[src/rtl/pgm_boot_pkg.sv]
// Shared definitions for the program boot loader and the core it feeds.
// Holds the loader state encoding, the memory and stream geometry, and the
// instruction field positions the core decodes.
package pgm_boot_pkg;

  localparam int DEPTH = 16;
  localparam int AW    = 4;
  localparam int IW    = 32;
  localparam int DW    = 16;

  typedef enum logic [2:0] {
    ST_IDLE,
    ST_HDR,
    ST_HI,
    ST_LO,
    ST_WR,
    ST_CHK,
    ST_DONE,
    ST_ERR
  } boot_state_t;

  // Instruction field positions, shared with the core decoder
  localparam int OPC_MSB = 31;
  localparam int OPC_LSB = 26;
  localparam int RD_MSB  = 25;
  localparam int RD_LSB  = 21;
  localparam int RS_MSB  = 20;
  localparam int RS_LSB  = 16;
  localparam int IMM_MSB = 15;
  localparam int IMM_LSB = 0;

  // A header is usable only if it names between one and DEPTH instructions
  function automatic logic hdr_ok(input logic [DW-1:0] n);
    return (n != '0) && (n <= DW'(DEPTH));
  endfunction

endpackage

[src/rtl/boot_csum.sv]
// Running 16-bit checksum of the accepted stream words.
// Used by pgm_boot_loader only when BOOT_CHECKSUM_EN is defined.
module boot_csum
  import pgm_boot_pkg::*;
(
  input  logic          clk,
  input  logic          sys_rst,
  input  logic          clear,
  input  logic          add_en,
  input  logic [DW-1:0] data,
  output logic [DW-1:0] sum
);

  // Accumulate modulo 2^16; clear wins so a new session always starts from zero
  always_ff @(posedge clk) begin
    if (sys_rst || clear) begin
      sum <= '0;
    end else if (add_en) begin
      sum <= sum + data;
    end
  end

endmodule

[src/rtl/pgm_boot_loader.sv]
// Boot loader: receives a header, then hi/lo halfword pairs, writes each
// assembled instruction into program memory and finally releases the core.
// Optional feature macro: BOOT_CHECKSUM_EN adds a trailer checksum word.
module pgm_boot_loader
  import pgm_boot_pkg::*;
(
  input  logic          clk,
  input  logic          sys_rst,
  input  logic          start_load,
  input  logic          in_valid,
  input  logic [DW-1:0] in_data,
  output logic          in_ready,
  output logic          pm_we,
  output logic [AW-1:0] pm_addr,
  output logic [IW-1:0] pm_wdata,
  output logic          core_rst,
  output logic          load_done,
  output logic          load_err
);

  boot_state_t   state;
  boot_state_t   state_nxt;
  logic [AW-1:0] cnt;
  logic [AW:0]   n_instr;
  logic [DW-1:0] hi_word;
  logic [DW-1:0] lo_word;
  logic          accept;
  logic          last_wr;
  logic          wr_active;

  assign accept    = in_valid && in_ready;
  assign last_wr   = ((AW+1)'(cnt) + (AW+1)'(1)) == n_instr;
  assign wr_active = (state == ST_WR) && !sys_rst;

`ifdef BOOT_CHECKSUM_EN
  logic [DW-1:0] csum;
  logic          csum_clear;
  logic          csum_add;

  assign csum_clear = (state_nxt == ST_HDR) && (state != ST_HDR);
  assign csum_add   = accept && ((state == ST_HDR) || (state == ST_HI) || (state == ST_LO));

  boot_csum u_csum (
    .clk     (clk),
    .sys_rst (sys_rst),
    .clear   (csum_clear),
    .add_en  (csum_add),
    .data    (in_data),
    .sum     (csum)
  );
`endif

  // State register
  always_ff @(posedge clk) begin
    if (sys_rst) begin
      state <= ST_IDLE;
    end else begin
      state <= state_nxt;
    end
  end

  // Next-state logic; a session in progress ignores start_load
  always_comb begin
    state_nxt = state;
    case (state)
      ST_IDLE: if (start_load) state_nxt = ST_HDR;
      ST_HDR:  if (accept) state_nxt = hdr_ok(in_data) ? ST_HI : ST_ERR;
      ST_HI:   if (accept) state_nxt = ST_LO;
      ST_LO:   if (accept) state_nxt = ST_WR;
`ifdef BOOT_CHECKSUM_EN
      ST_WR:   state_nxt = last_wr ? ST_CHK : ST_HI;
      ST_CHK:  if (accept) state_nxt = (in_data == csum) ? ST_DONE : ST_ERR;
`else
      ST_WR:   state_nxt = last_wr ? ST_DONE : ST_HI;
`endif
      ST_DONE: if (start_load) state_nxt = ST_HDR;
      ST_ERR:  if (start_load) state_nxt = ST_HDR;
      default: state_nxt = ST_IDLE;
    endcase
  end

  // Instruction count, write index and halfword holding registers
  always_ff @(posedge clk) begin
    if (sys_rst) begin
      cnt     <= '0;
      n_instr <= '0;
      hi_word <= '0;
      lo_word <= '0;
    end else begin
      if ((state == ST_HDR) && accept && hdr_ok(in_data)) begin
        n_instr <= in_data[AW:0];
        cnt     <= '0;
      end
      if ((state == ST_HI) && accept) hi_word <= in_data;
      if ((state == ST_LO) && accept) lo_word <= in_data;
      if (state == ST_WR) cnt <= cnt + 1'b1;
    end
  end

  // Output decode from the registered state; the write strobe is held off in a reset cycle
  always_comb begin
    in_ready  = (state == ST_HDR) || (state == ST_HI) || (state == ST_LO) || (state == ST_CHK);
    pm_we     = wr_active;
    pm_addr   = wr_active ? cnt : '0;
    pm_wdata  = wr_active ? {hi_word, lo_word} : '0;
    core_rst  = (state != ST_DONE);
    load_done = (state == ST_DONE);
    load_err  = (state == ST_ERR);
  end

endmodule

[config.mk]
export PLATFORM = sky130hd
export DESIGN_NAME = pgm_boot_loader
export DESIGN_NICKNAME = d
export VERILOG_FILES = /design/src/rtl/pgm_boot_pkg.sv /design/src/rtl/boot_csum.sv /design/src/rtl/pgm_boot_loader.sv
export SDC_FILE = /design/constraint.sdc
export NUM_CORES = 1
export LEC_CHECK = 0
export ABC_AREA = 1
export CORE_MARGIN = 2
export CORE_UTILIZATION = 40
export CTS_BUF_LIST = sky130_fd_sc_hd__clkbuf_2
export CTS_CLUSTER_DIAMETER = 40
export DETAILED_ROUTE_END_ITERATION = 8
export PLACE_DENSITY = 0.65
export SYNTH_ARGS = -nofsm -noshare
export SYNTH_HDL_FRONTEND = slang
export SYNTH_HIERARCHICAL = 1
export SYNTH_SLANG_ARGS = --single-unit
[constraint.sdc]
create_clock -name clk -period 1.6 [get_ports clk]
set_input_delay 0.32 -clock clk [delete_from_list [all_inputs] [get_ports clk]]
set_output_delay 0.32 -clock clk [all_outputs]
set_load 0.02 [all_outputs]
# After elaboration in Yosys (flattened, before gate mapping)
# Cells that the tools add are included.
[op_classes] add_sub_neg=2 magnitude_cmp=1 eq_ne=13 mux=11 reduce_logical=16
[op_table] op="$mux W32" count=1
[op_table] op="$mux W3" count=6
[op_table] op="$le A16 B5 Y1 const B" count=1
[op_table] op="$reduce_bool A16 Y1" count=1
[op_table] op="$pmux W3 S5" count=1
[op_table] op="$eq A3 B3 Y1 const B" count=4
[op_table] op="$mux W4" count=3
[op_table] op="$logic_and A1 B1 Y1" count=7
[op_table] op="$eq A3 B2 Y1 const B" count=2
[op_table] op="$ne A2 B2 Y1 const B" count=3
[op_table] op="$add A4 B1 Y5 const B" count=1
[op_table] op="$eq A5 B5 Y1" count=1
[op_table] op="$add A4 B1 Y4 const B" count=1
[op_table] op="$reduce_and A4 Y1" count=1
[op_table] op="$eq A3 B1 Y1 const B" count=1
[op_table] op="$logic_not A3 Y1" count=1
[op_table] op="$logic_or A1 B1 Y1" count=3
[op_table] op="$ne A3 B3 Y1 const B" count=1
[op_table] op="$reduce_or A3 Y1" count=1
[op_table] op="$ne A2 B1 Y1 const B" count=1
[op_table] op="$reduce_bool A2 Y1" count=1
[op_table] op="$logic_not A1 Y1" count=1
[word_totals] register_bits=44 wordCells=48

# Longest topological paths before layout
[depth] depth_word=9 ltp_mapped=11

# Worst setup path after synthesis
# No wires, ideal clock.
[synth_timing] path_kind="reg-to-output" startpoint="register state[2]" endpoint="output port pm_wdata[10]" arrival_time_ps=1351 required_ps=1280 path_slack_ps=-71 path_stages_with_launch=8 cell_sequence="dfxtp_1 -> nand2_2 -> nor2_4 -> inv_2 -> nor2_4 -> inv_2 -> buf_6 -> nor2_2"
[synth_between] elab_chain_cells=3
[synth_lines] element="from (decl)" line="pgm_boot_loader.sv:21" source="boot_state_t state;"
[synth_lines] element="from (signal assigned)" line="pgm_boot_loader.sv:58" source="state <= state_nxt;"
[synth_lines] element="$eq A3 B3 Y1" line="pgm_boot_loader.sv:33" source="assign wr_active = (state == ST_WR) && !sys_rst;"
[synth_lines] element="$logic_and A1 B1 Y1" line="pgm_boot_loader.sv:33"
[synth_lines] element="named net pm_we" line="pgm_boot_loader.sv:13" source="output logic pm_we,"
[synth_lines] element="$mux W32" line="pgm_boot_loader.sv:105" source="pm_wdata = wr_active ? {hi_word, lo_word} : '0;"
[synth_lines] element="to (decl)" line="pgm_boot_loader.sv:15" source="output logic [IW-1:0] pm_wdata,"
# The timed path passes the listed nets, and every way through them passes these cells.

# Worst setup path in the final report
[layout_timing] startpoint="register state[0]" endpoint="output port pm_wdata[21]"
[layout_between] elab_chain_cells=3
[layout_lines] element="$eq A3 B3 Y1" line="pgm_boot_loader.sv:33"
[layout_lines] element="$logic_and A1 B1 Y1" line="pgm_boot_loader.sv:33"
[layout_lines] element="$mux W32" line="pgm_boot_loader.sv:105"
# No other way between the ends.

==> flow_summary.toml <==
[placement]
port_buffers = 60
dp.cells = 479
place_congestion = 0.842
preCtsSetupSlack_ns = -0.641
place_hpwl_mm = 4.23

[clock_network]
path_clk_slew_ns = 0.21
htreeDepth = 2
cts_tree = "yes"
clkLatencyLatePin_ns = 0.42
clock-root-buffer = "clkbuf_2"
numCtsBuffers = 5
cts_buffer_depth = 2
cts.sinks = 44
postCtsHoldBufs = 0

[timing]
slew_viol_final = 0
tightest_slew_ns = 0.382
fmax_mhz = 507
fin_crit_sh_pct = 123
finalWorstSetupSlack_ns = -0.370
tns_ns = -20.00
clock_skew_ns = 0.00936
setup_viol = 80
layout_min_cycle_time_ns = 1.97
relSlewSlack_pct = 74.4
rsz0062_at_grt = "true"
hold_viol = 0

[layout]
final_common_cell = "inv_1"
diodes = 0
syn_to_final_growth_pct = 81.0
drive_gt1_share_pct = 49.4
instances_no_fill = 505
final_nets = 453
most-common-layout-cells = "57 x inv_1, 47 x buf_6, 41 x nor2_4, 41 x dfxtp_1, 41 x buf_4"

[logic_synthesis]
netlist_instances = 318
ys_seq_elements = 44
yosysSeqAreaShare_pct = 39.3
syn-num-nets = 339
synthArstFlopShare_pct = 0
syn_area_per_cell_um2 = 7.05
synth_area_um2 = 2240
ys_warn_count = 6
synth_cell_types = 23
synth_edf_count = 0
synth-main-ff-cell = "dfxtp_1"

[global_routing]
grt_pass1_wl_mm = 10.0
grt_usage_pct = 20.4
antenna_found_initial = 0
grt_pass1_vias = 2240
grt_start_max_net_pins = 26
overflow = 0

[floorplan]
pin_count = 61
core_um2 = 5470
die_area_um2 = 6220
die_width_um = 78.9
start_util_pct = 40.9
die_height_um = 78.9
fp-row-count = 27

[worst_setup_path]
path_class = "flip-flop to output pin"
crit_fanout = 13
start_kind = "flip-flop"
end_kind = "output pin"
arrival_ns = 1.65
cp.required_ns = 1.28

[run_status]
status = "finished with violations"
failed_checks = "setup timing"

[detailed_routing]
dr.pass1.iters = 5
wire_per_inst_um = 13.3
vias = 2454
top_layer = "met4"
dr_wl_met2_mm = 3.44
drt_wl_total_mm = 6.73
drc = 0
viasPerCell = 4.86
routedLengthMet1_mm = 2.83
drtAntennaViolNets = 0
drt_iter0_drc = 74
dr_wl_met3_um = 334

[power]
vdd_drop_max_mv = 1.13
p_per_area_nw_per_um2 = 984
p_seq_share_pct = 33.4
leakage_nw = 1.58
intPower_w = 0.00246
p_switching_w = 0.00153
swShare_pct = 38.3
comb_power_share_pct = 50.8
pwr-share-clk_pct = 15.8
fin_total_pwr_w = 0.00399

[flow_run]
drv_cap = 0

[worst_hold_path]
holdCritPathClass = "flip-flop to flip-flop"
## routing by layer
metal	GRT usage, %	vias up
met5	0	-
met1	25.9	1140
met4	7.41	0
met2	34.7	74
li1	-	1228
met3	3.86	12
## final timing paths
| check | start | slack, ns | cells past startpoint | end |
|---|---|---|---|---|
| hold / removal | n_instr[0] | 0.48 | 2 | n_instr[0] |
| hold reg to reg | n_instr[0] | 0.48 | 2 | n_instr[0] |
| setup reg to reg | state[2] | -0.24 | 12 | hi_word[2] |
| setup / recovery | state[0] | -0.37 | 9 | pm_wdata[21] |
## registers in the layout, summed over array words and instances, names as in the netlist
name	cells
n_instr	5
lo_word	16
state	3
cnt	4
hi_word	16
## logic make-up (layout without fill, tap and decap cells)
group	after synthesis	after routing	synth area share (%)
AND/OR/NAND/NOR	109	109	24.3
AO/OA/AOI/OAI	87	87	19.8
buffers and inverters	77	192	16.1
flip-flops	44	44	39.3
adder cells (fa/ha/maj)	1	1	0.558
## cells in the mapped netlist, types with 3 or more instances
cell	n	area, um^2
inv_1	58	218
a21oi_1	45	225
dfxtp_1	44	881
nand2_1	38	143
nor2_2	34	213
o21ai_1	30	150
nor2_1	17	63.8
nand3_1	10	50.1
buf_6	9	101
o21ai_0	9	45.0
inv_2	5	18.8
clkbuf_1	3	11.3
nand2_2	3	18.8
nand4_1	3	18.8
## stage by stage
stage | hold slack (ns) | utilization (%) | instance area (um^2)
floorplan | 0.382 | - | 2410
global placement | 0.445 | 61.4 | 3360
detailed placement | 0.460 | 61.4 | 3360
CTS | 0.488 | 66.3 | 3630
global route | 0.511 | 74.1 | 4060
finish | 0.483 | 74.1 | 4060
## worst max-delay path, stage by stage (launching register included)
cell,delay [ns]
dfxtp_2,0.37
inv_2,0.05
nand2_2,0.06
nor2_4,0.09
inv_2,0.06
nor2_4,0.13
inv_4,0.08
buf_12,0.17
nor2_4,0.10
buf_6,0.13
## power by group through the flow
stage / logic, W / registers (W) / clock network (W)
6_report: 0.00203 / 0.00133 / 0.000632
5_1_grt: 0.00217 / 0.00135 / 0.000690
4_1_cts: 0.00160 / 0.00133 / 0.000637
3_5_place_dp: 0.00140 / 0.00135 / 0
3_3_place_gp: 0.00138 / 0.00135 / 0
2_1_floorplan: 0.000874 / 0.00137 / 0
## final cells by class
class | count | area (um^2)
clock buffers | 6 | 30.0
flip-flops and latches | 44 | 885
clock inverters | 2 | 35.0
inverters | 63 | 239
fillers | 422 | 1420
multi-input cells | 197 | 1450
well taps | 72 | 90.1
repair buffers | 121 | 1330
## repair_timing
item | in CTS | in global routing
gates resized for setup | 273 | 63
buffers inserted | 9 | 4
pin swaps | 3 | 11
endpoints found under the hold margin | 0 | 0
cloned | 0 | 7
endpoints found under the setup margin | 41 | 73
Note: power is estimated with default switching activity, not from simulation.
